## src/rtl/rob_param.sv

```systemverilog
// Reorder buffer: in-order commit, CDB writeback, read-port bypass, flush on mispredict/exception.
// Define ROB_DUAL_CDB_EN to add the second CDB writeback port (CDB2_*).
module rob_param #(
    parameter int DEPTH  = 16,
    parameter int DATA_W = 32,
    parameter int TAG_W  = $clog2(DEPTH) + 1
) (
    input  logic              clk,
    input  logic              rst,
    input  logic              VALID_Inst,
    input  logic [11:0]       Decoded_opcode,
    input  logic [4:0]        Decoded_Rd,
    input  logic              Decoded_prediction,
    output logic [TAG_W-1:0]  Alloc_ROBEN,
    input  logic [TAG_W-1:0]  CDB_ROBEN,
    input  logic [DATA_W-1:0] CDB_ROBEN_Write_Data,
    input  logic              CDB_Branch_Decision,
    input  logic              CDB_Exception,
`ifdef ROB_DUAL_CDB_EN
    input  logic [TAG_W-1:0]  CDB2_ROBEN,
    input  logic [DATA_W-1:0] CDB2_ROBEN_Write_Data,
    input  logic              CDB2_Branch_Decision,
    input  logic              CDB2_Exception,
`endif
    input  logic [TAG_W-1:0]  RP1_ROBEN1,
    input  logic [TAG_W-1:0]  RP1_ROBEN2,
    output logic [DATA_W-1:0] RP1_Write_Data1,
    output logic [DATA_W-1:0] RP1_Write_Data2,
    output logic              RP1_Ready1,
    output logic              RP1_Ready2,
    output logic              FULL_FLAG,
    output logic              EMPTY_FLAG,
    output logic              Commit_Valid,
    output logic [11:0]       Commit_opcode,
    output logic [4:0]        Commit_Rd,
    output logic [DATA_W-1:0] Commit_Write_Data,
    output logic [TAG_W-1:0]  Commit_ROBEN,
    output logic              FLUSH_Flag,
    output logic              EXCEPTION_Flag,
    output logic [TAG_W-1:0]  Start_Index,
    output logic [TAG_W-1:0]  End_Index
);

    localparam logic [TAG_W-1:0] LAST  = TAG_W'(DEPTH);
    localparam int               CNT_W = $clog2(DEPTH) + 1;

    logic              r_busy  [1:DEPTH];
    logic              r_ready [1:DEPTH];
    logic [11:0]       r_op    [1:DEPTH];
    logic [4:0]        r_rd    [1:DEPTH];
    logic [DATA_W-1:0] r_data  [1:DEPTH];
    logic              r_pred  [1:DEPTH];
    logic              r_dec   [1:DEPTH];
    logic              r_exc   [1:DEPTH];

    logic [TAG_W-1:0]  r_head, r_tail;
    logic [CNT_W-1:0]  r_count;
    logic              r_cv, r_flush, r_excf;
    logic [11:0]       r_c_op;
    logic [4:0]        r_c_rd;
    logic [DATA_W-1:0] r_c_data;
    logic [TAG_W-1:0]  r_c_tag;

    logic [TAG_W-1:0]  w_cdb_tag  [2];
    logic [DATA_W-1:0] w_cdb_data [2];
    logic              w_cdb_dec  [2];
    logic              w_cdb_exc  [2];
    logic              w_cdb_we   [2];
    logic [TAG_W-1:0]  w_rp_tag   [2];
    logic [DATA_W-1:0] w_rp_data  [2];
    logic              w_rp_rdy   [2];

    logic w_full, w_empty, w_issue, w_commit;
    logic w_branch, w_misp, w_hexc, w_flush;

    function automatic logic tag_ok(input logic [TAG_W-1:0] t);
        return (t != '0) && (t <= LAST);
    endfunction

    function automatic logic [TAG_W-1:0] nxt(input logic [TAG_W-1:0] p);
        return (p == LAST) ? TAG_W'(1) : p + TAG_W'(1);
    endfunction

    assign w_cdb_tag[0]  = CDB_ROBEN;
    assign w_cdb_data[0] = CDB_ROBEN_Write_Data;
    assign w_cdb_dec[0]  = CDB_Branch_Decision;
    assign w_cdb_exc[0]  = CDB_Exception;
`ifdef ROB_DUAL_CDB_EN
    assign w_cdb_tag[1]  = CDB2_ROBEN;
    assign w_cdb_data[1] = CDB2_ROBEN_Write_Data;
    assign w_cdb_dec[1]  = CDB2_Branch_Decision;
    assign w_cdb_exc[1]  = CDB2_Exception;
`else
    assign w_cdb_tag[1]  = '0;
    assign w_cdb_data[1] = '0;
    assign w_cdb_dec[1]  = 1'b0;
    assign w_cdb_exc[1]  = 1'b0;
`endif

    assign w_cdb_we[0] = tag_ok(w_cdb_tag[0]) && r_busy[w_cdb_tag[0]];
    assign w_cdb_we[1] = tag_ok(w_cdb_tag[1]) && r_busy[w_cdb_tag[1]];

    assign w_full   = (r_count == CNT_W'(DEPTH));
    assign w_empty  = (r_count == '0);
    assign w_issue  = VALID_Inst && !w_full;
    assign w_commit = r_busy[r_head] && r_ready[r_head];

    // Opcode layout: [6:0] RV major opcode, [9:7] funct3; beq=000, bne=001
    assign w_branch = (r_op[r_head][6:0] == 7'b1100011) && (r_op[r_head][9:8] == 2'b00);
    assign w_misp   = w_branch && (r_dec[r_head] != r_pred[r_head]);
    assign w_hexc   = r_exc[r_head];
    assign w_flush  = w_commit && (w_hexc || w_misp);

    assign w_rp_tag[0] = RP1_ROBEN1;
    assign w_rp_tag[1] = RP1_ROBEN2;

    // Port 1 is applied last so it takes priority on a shared tag
    always_comb begin
        for (int p = 0; p < 2; p++) begin
            w_rp_data[p] = '0;
            w_rp_rdy[p]  = 1'b0;
            if (tag_ok(w_rp_tag[p]) && r_busy[w_rp_tag[p]]) begin
                if (r_ready[w_rp_tag[p]]) begin
                    w_rp_data[p] = r_data[w_rp_tag[p]];
                    w_rp_rdy[p]  = 1'b1;
                end
                for (int k = 1; k >= 0; k--) begin
                    if (w_cdb_we[k] && (w_cdb_tag[k] == w_rp_tag[p])) begin
                        w_rp_data[p] = w_cdb_data[k];
                        w_rp_rdy[p]  = 1'b1;
                    end
                end
            end
        end
    end

    always_ff @(posedge clk or posedge rst) begin
        if (rst) begin
            for (int i = 1; i <= DEPTH; i++) begin
                r_busy[i]  <= 1'b0;
                r_ready[i] <= 1'b0;
            end
            r_head   <= TAG_W'(1);
            r_tail   <= TAG_W'(1);
            r_count  <= '0;
            r_cv     <= 1'b0;
            r_flush  <= 1'b0;
            r_excf   <= 1'b0;
            r_c_op   <= '0;
            r_c_rd   <= '0;
            r_c_data <= '0;
            r_c_tag  <= '0;
        end else begin
            r_cv    <= w_commit && !w_hexc;
            r_flush <= w_commit && !w_hexc && w_misp;
            r_excf  <= w_commit && w_hexc;
            if (w_commit) begin
                r_c_op   <= r_op[r_head];
                r_c_rd   <= r_rd[r_head];
                r_c_data <= r_data[r_head];
                r_c_tag  <= r_head;
            end
            if (w_flush) begin
                for (int i = 1; i <= DEPTH; i++) r_busy[i] <= 1'b0;
                r_head  <= TAG_W'(1);
                r_tail  <= TAG_W'(1);
                r_count <= '0;
            end else begin
                for (int k = 0; k < 2; k++)
                    if (w_cdb_we[k]) r_ready[w_cdb_tag[k]] <= 1'b1;
                if (w_issue) begin
                    r_busy[r_tail]  <= 1'b1;
                    r_ready[r_tail] <= 1'b0;
                    r_tail          <= nxt(r_tail);
                end
                if (w_commit) begin
                    r_busy[r_head] <= 1'b0;
                    r_head         <= nxt(r_head);
                end
                if (w_issue && !w_commit)      r_count <= r_count + CNT_W'(1);
                else if (!w_issue && w_commit) r_count <= r_count - CNT_W'(1);
            end
        end
    end

    // Payload needs no reset: it is only observed through busy/ready
    always_ff @(posedge clk) begin
        if (!w_flush) begin
            if (w_issue) begin
                r_op[r_tail]   <= Decoded_opcode;
                r_rd[r_tail]   <= Decoded_Rd;
                r_pred[r_tail] <= Decoded_prediction;
            end
            for (int k = 1; k >= 0; k--) begin
                if (w_cdb_we[k]) begin
                    r_data[w_cdb_tag[k]] <= w_cdb_data[k];
                    r_dec[w_cdb_tag[k]]  <= w_cdb_dec[k];
                    r_exc[w_cdb_tag[k]]  <= w_cdb_exc[k];
                end
            end
        end
    end

    assign Alloc_ROBEN       = r_tail;
    assign Start_Index       = r_head;
    assign End_Index         = r_tail;
    assign FULL_FLAG         = w_full;
    assign EMPTY_FLAG        = w_empty;
    assign Commit_Valid      = r_cv;
    assign Commit_opcode     = r_c_op;
    assign Commit_Rd         = r_c_rd;
    assign Commit_Write_Data = r_c_data;
    assign Commit_ROBEN      = r_c_tag;
    assign FLUSH_Flag        = r_flush;
    assign EXCEPTION_Flag    = r_excf;
    assign RP1_Write_Data1   = w_rp_data[0];
    assign RP1_Write_Data2   = w_rp_data[1];
    assign RP1_Ready1        = w_rp_rdy[0];
    assign RP1_Ready2        = w_rp_rdy[1];

endmodule

```

## config.mk

```make
export PLATFORM = sky130hd
export DESIGN_NAME = rob_param
export DESIGN_NICKNAME = d
export VERILOG_FILES = /design/src/rtl/rob_param.sv
export SDC_FILE = /design/constraint.sdc
export NUM_CORES = 2
export LEC_CHECK = 0
export BUFFER_PORTS_ARGS = -buffer_cell sky130_fd_sc_hd__buf_2
export CAP_MARGIN = 5
export CORE_MARGIN = 5
export CORE_UTILIZATION = 47
export DETAILED_ROUTE_END_ITERATION = 8
export HOLD_SLACK_MARGIN = 0.12
export SLEW_MARGIN = 20
export SYNTH_ARGS = -nofsm -noshare
export SYNTH_HDL_FRONTEND = slang
export SYNTH_SLANG_ARGS = --single-unit
```

## constraint.sdc

```tcl
create_clock -name clk -period 7.5 [get_ports clk]
set_input_delay 1.125 -clock clk [delete_from_list [all_inputs] [get_ports clk]]
set_output_delay 1.125 -clock clk [all_outputs]
set_load 0.1 [all_outputs]
```

==> Yosys cells after proc, flatten, opt, wreduce, memory -nomap -nowiden <==
Memory sizes are Yosys's and may differ from the RTL's. A register that Yosys moved wholly into a read port is not among the register bits.
Index checks and enable logic that the tools add are counted.
{ "totals": {"regBits": 67, "mem_bits_rw": 832, "input_bits": 70, "out_inout_bits": 140, "elab_cells": 174, "n_memories": 6} }
{ "memory_table": {"columns": ["name", "words", "width", "rd", "rd_ports_with_merged_regs", "wr", "line_no", "source"], "rows": [
  ["r_data", 16, 32, 3, 1, 1, "51", "logic [DATA_W-1:0] r_data [1:DEPTH];"],
  ["r_op", 16, 12, 1, 0, 1, "49", "logic [11:0] r_op [1:DEPTH];"],
  ["r_rd", 16, 5, 1, 1, 1, "50", "logic [4:0] r_rd [1:DEPTH];"],
  ["r_dec", 16, 1, 1, 0, 1, "53", "logic r_dec [1:DEPTH];"],
  ["r_exc", 16, 1, 1, 0, 1, "54", "logic r_exc [1:DEPTH];"],
  ["r_pred", 16, 1, 1, 0, 1, "52", "logic r_pred [1:DEPTH];"]
]} }
{ "op_classes": {"add_sub_neg": 4, "n_lt_le_gt_ge": 11, "eq_ne": 7, "n_mux": 61, "n_bitwise": 11, "reduce_logical": 34} }
{ "op_table": {"columns": ["op", "count"], "rows": [
  ["$mux 32", 6],
  ["$mux 16", 7],
  ["$mux 5", 9],
  ["$bmux 1 s5", 7],
  ["$and 16x16->16", 2],
  ["$not 16->16", 2],
  ["$or 16x16->16", 2],
  ["$ge 6x6->1 const B", 5],
  ["$not 5->6", 5],
  ["$mux 1", 29],
  ["$logic_and 1x1->1", 21],
  ["$lt 6x1->1 const B", 3],
  ["$add 5x1->5 const B", 3],
  ["$demux 1 s5", 3],
  ["$eq 5x5->1 const B", 3],
  ["$le 5x5->1 const B", 3],
  ["$reduce_bool 5->1", 3],
  ["$eq 5x5->1", 2],
  ["$eq 7x7->1 const B", 1],
  ["$logic_not 5->1", 1],
  ["$sub 5x1->5 const B", 1],
  ["$logic_not 1->1", 4],
  ["$reduce_bool 2->1", 2],
  ["$reduce_bool 3->1", 1],
  ["3 further kinds", 3]
]} }

==> Depth between registers and ports, before layout <==
{ "depth": {"ltp_word": 11, "ltp_mapped": 19, "ltp_nobuf": 13} }

==> Worst setup path after synthesis <==
OpenSTA, ideal clock, no wires.
{ "synth_path": {"path_kind": "register to register", "startpoint": "register r_head[2], in the netlist Start_Index[2]", "endpoint": "register r_ready[14] in the netlist's numbering", "arrival_time_ps": 7176, "required_time_ps": 7421, "setup_slack_ps": 246, "path_stages_with_launch": 14, "path_buffers": 6, "synth_period_minus_slack_ps": 7254, "path_cell_list": "dfrtp_1 -> buf_4 -> buf_2 -> buf_2 -> buf_4 -> buf_2 -> mux4_2 -> mux2i_1 -> mux2i_1 -> nand3_1 -> inv_2 -> buf_2 -> nor4b_1 -> o32a_1"} }
{ "synth_via": {"elab_chain_len": 6} }
{ "synth_rtl": {"columns": ["item", "line_no", "source"], "rows": [
  ["start: declaration", "56", "logic [TAG_W-1:0] r_head, r_tail;"],
  ["start signal: assignment", "178", "r_head <= nxt(r_head);"],
  ["$mem_v2 16x12 / $not 5->6 (equally long branches)", null, null],
  ["$eq 7x7->1 (tied with other cells)", "109", "assign w_branch = (r_op[r_head][6:0] == 7'b1100011) && (r_op[r_head][9:8] == 2'b00);"],
  ["$logic_and 1x1->1 / $mux 1 (equally long branches)", "109, 106", null],
  ["$logic_and 1x1->1 / $mux 1 (equally long branches)", "110, 106", null],
  ["$logic_or 1x1->1 / $logic_and 1x1->1 (equally long branches)", "112, 106", null],
  ["$logic_and 1x1->1 *", "112", "assign w_flush = w_commit && (w_hexc || w_misp);"],
  ["end signal: indexed assignment", "141", "r_ready[i] <= 1'b0;"],
  ["end signal: indexed assignment", "170", "if (w_cdb_we[k]) r_ready[w_cdb_tag[k]] <= 1'b1;"],
  ["end signal: indexed assignment", "173", "r_ready[r_tail] <= 1'b0;"],
  ["end: declaration", "48", "logic r_ready [1:DEPTH];"]
]} }
Mark *: on every way between the ends. The rest lies on a longest branch, timed or not. The select of a mux whose other input is x is not followed.
A chain may end at the register's enable or synchronous reset.

==> Worst setup path in the final report <==
{ "layout_path": {"startpoint": "input RP1_ROBEN2[1]", "endpoint": "output RP1_Write_Data2[12]"} }
{ "layout_via": {"elab_chain_len": 7} }
{ "layout_rtl": {"columns": ["item", "line_no", "source"], "rows": [
  ["start: declaration", "26", "input logic [TAG_W-1:0] RP1_ROBEN2,"],
  ["$not 5->6 (implied by the code)", "122, 123", null],
  ["$bmux 1 s5", "123", "if (r_ready[w_rp_tag[p]]) begin"],
  ["$mux 1 (implied by the code) (2 in a row)", "123", null],
  ["$mux 32", "123", null],
  ["$mux 32", "128", "if (w_cdb_we[k] && (w_cdb_tag[k] == w_rp_tag[p])) begin"],
  ["$mux 32 *", "122", "if (tag_ok(w_rp_tag[p]) && r_busy[w_rp_tag[p]]) begin"],
  ["end: declaration", "28", "output logic [DATA_W-1:0] RP1_Write_Data2,"]
]} }
Marks and branches as above.

==> run metrics <==
Yosys top cell by area=edfxtp_1; clk sinks=936; final antenna-violating net count=0; Post-synth top cells=edfxtp_1, mux4_2, nor2_1; number of CTS-inserted buffers=roughly 100; Final setup viols=0; CTS Hold Bufs=0; fin crit share=0.777; Final HPWL DP=70300 µm; # DRC=0; Final #Nets=roughly 2.6k; Final Max Tran Viols=0; Synth Area per Inst=approximately 20 µm²; Max Freq=about 170 MHz; Initial Utilization=0.473; status=completed; CTS tree=yes; Vias=between 20k and 30k; sequential fraction of the synthesis area=0.604; Power Density=roughly 250 nW/µm²; total gr overflow=0; Cells after Synth=approximately 2.3k; antenna violations before repair=11; Critical Path Start Type=input pin; worst-skew pair later-pin latency=~700 ps; drt wl/cell=roughly 33 µm; overall routing resource usage=0.247; Site Rows=114; worst vdd ir=about 200 µV; routability congestion estimate=slightly above 0.8; worst slew pin tran=1100 ps; Syn-to-layout area delta=12.8%; Die Ht=about 320 µm; clock buffer depth=3; clock slew at reported path FFs=approximately 60 ps; # IOs=210; Chip Width=roughly 320 µm; vias in the first global route=between 20k and 30k; Yosys top cell area share=0.547; Die ar.=104000 µm²; skew final=a little under 30 ps; fin crit period=5830 ps; Lkg Pwr=about 0.017 µW; syn nets=roughly 2.4k; worst min-delay path class=flip-flop to flip-flop; layout cells sized above 1=0.438; Hold Worst Slack=480 ps; Syn Std Cell Area=approximately 46000 µm²; Post-synth top flop=edfxtp_1; Ys Warns=0; largest net degree at the start of global routing=108; RSZ-0062 raised after global routing=false; CP Capture Type=output port; Req. time, crit path=~6400 ps; EDFF count, synth=832; Slew headroom=0.267; Worst EP arrival=4710 ps; DR pass1 iterations=5; Total Power=12800 µW; Core ar.=96600 µm²; Routed WL=~130000 µm; Root Buffer Master=clkbuf_16; Async S/R FF share, synth=0.111; crit path max fanout=between 50 and 60; # H-tree levels=3; Distinct cells, synth=64; Starting DRT DRC Count=between 2k and 2.5k; PostCTS Resize Cnt=0; Fin. Hold Viols=0; port bufs=between 200 and 250; Synth area leaders=edfxtp_1, mux4_2, dfrtp_1; Setup Buffers After CTS=0; top-count cell post-synth=edfxtp_1; filler cell count=between 7k and 8k; FF+latch count, synth=936; first-pass GRT wire length=between 150000 and 200000 µm; vias per cell=~6.6; crit path kind=input pin to output port; Setup TNS=0 ps; Max Cap Viol=0
[per-stage QoR]
stage | cell area (µm²) | utilization | worst slack [ps] | cells
2_1_floorplan | 45700 | - | 246 | 2286
3_3_place_gp | 48200 | 0.499 | 1720 | 3640
3_5_place_dp | 48200 | 0.499 | 1670 | 3640
4_1_cts | 51500 | 0.533 | 1670 | 3832
5_1_grt | 51500 | 0.534 | 1450 | 3834
6_report | 51500 | 0.534 | 1670 | 3837
[flip-flops by register name, summed over array words and instances (netlist names), 5 cells and up]
signal,count
Alloc_ROBEN,5
Commit_ROBEN,5
Commit_Rd,5
Commit_Write_Data,32
Commit_opcode,12
Start_Index,5
r_busy,16
r_count,5
r_data,512
r_dec,16
r_exc,16
r_op,192
r_pred,16
r_rd,80
r_ready,16
[layout make-up]
cell class	count	area, µm²	area share
flip-flops and latches	936	27600	0.536
clock inverters	64	621	0.0120
well taps	1276	1600	0.0310
inverters	17	71.3	0.00138
diodes	4	10.0	0.000194
repair buffers	273	1580	0.0306
clock buffers	128	2720	0.0528
multi-input cells	1139	17300	0.336
[report_power, final]
| part | switching (µW) | leakage [µW] | internal (µW) |
|---|---|---|---|
| clock | 2090 | 0.00163 | 2890 |
| combinational | 1140 | 0.00695 | 571 |
| sequential | 192 | 0.00886 | 5960 |
| total | 3420 | 0.0174 | 9420 |
[cell families after synthesis]
logic type               after synthesis  share of synthesized area
adder cells (fa/ha/maj)               14                    0.00400
multiplexers                         740                      0.323
AO/OA/AOI/OAI                        100                     0.0170
AND/OR/NAND/NOR                      264                     0.0272
buffers and inverters                211                     0.0208
XOR/XNOR                              21                    0.00402
flip-flops                           936                      0.604
[worst max-delay path: stages]
cell and delay [ps]:
buf_6 480, buf_4 750, buf_4 600, mux4_2 400, mux4_2 470, mux2i_1 400, nor2_1 90, buf_2 310
[final timing paths]
check | start | endpoint | slack (ps) | cells after the start
worst max-delay path | RP1_ROBEN2[1] | RP1_Write_Data2[12] | 1670 | 8
worst min-delay path | Commit_opcode[9]$_DFFE_PP0N_ | Commit_opcode[9]$_DFFE_PP0N_ | 480 | 1
worst max register to register | Start_Index[1]$_DFFE_PP0P_ | r_data[11][27]$_DFFE_PP_ | 2160 | 9
worst min register to register | Commit_opcode[9]$_DFFE_PP0N_ | Commit_opcode[9]$_DFFE_PP0N_ | 480 | 1
max in group asynchronous | rst | Commit_Rd[0]$_DFFE_PP0N_ | 5650 | 3
min in group asynchronous | rst | r_count[0]$_DFFE_PP0P_ | 550 | 2
[layer usage]
metal,wire length [µm],global-route usage,up-vias
li1,-,-,10200
met1,48800,0.323,13800
met2,66200,0.431,1107
met3,8850,0.0474,220
met4,3400,0.0628,10
met5,55,0,-
[layout by cell type (no fill, tap or decap), types with 8 or more instances in the layout]
cell type	instances
a211oi_1	12
a22oi_1	13
clkbuf_1	19
mux2_2	50
o21ai_0	14
ha_1	13
nor2_1	129
mux4_2	584
buf_2	203
inv_1	12
xor2_1	12
mux2i_1	106
nor3_1	8
nand2_1	36
clkbuf_16	102
clkinv_2	23
nor3_2	23
xnor2_1	9
a21oi_1	18
buf_4	65
nand3_1	13
clkinv_1	19
bufinv_16	9
nand4_1	10
o32a_1	16
edfxtp_1	832
dfrtp_1	100
No activity file was read; power rests on OpenSTA's default activity.
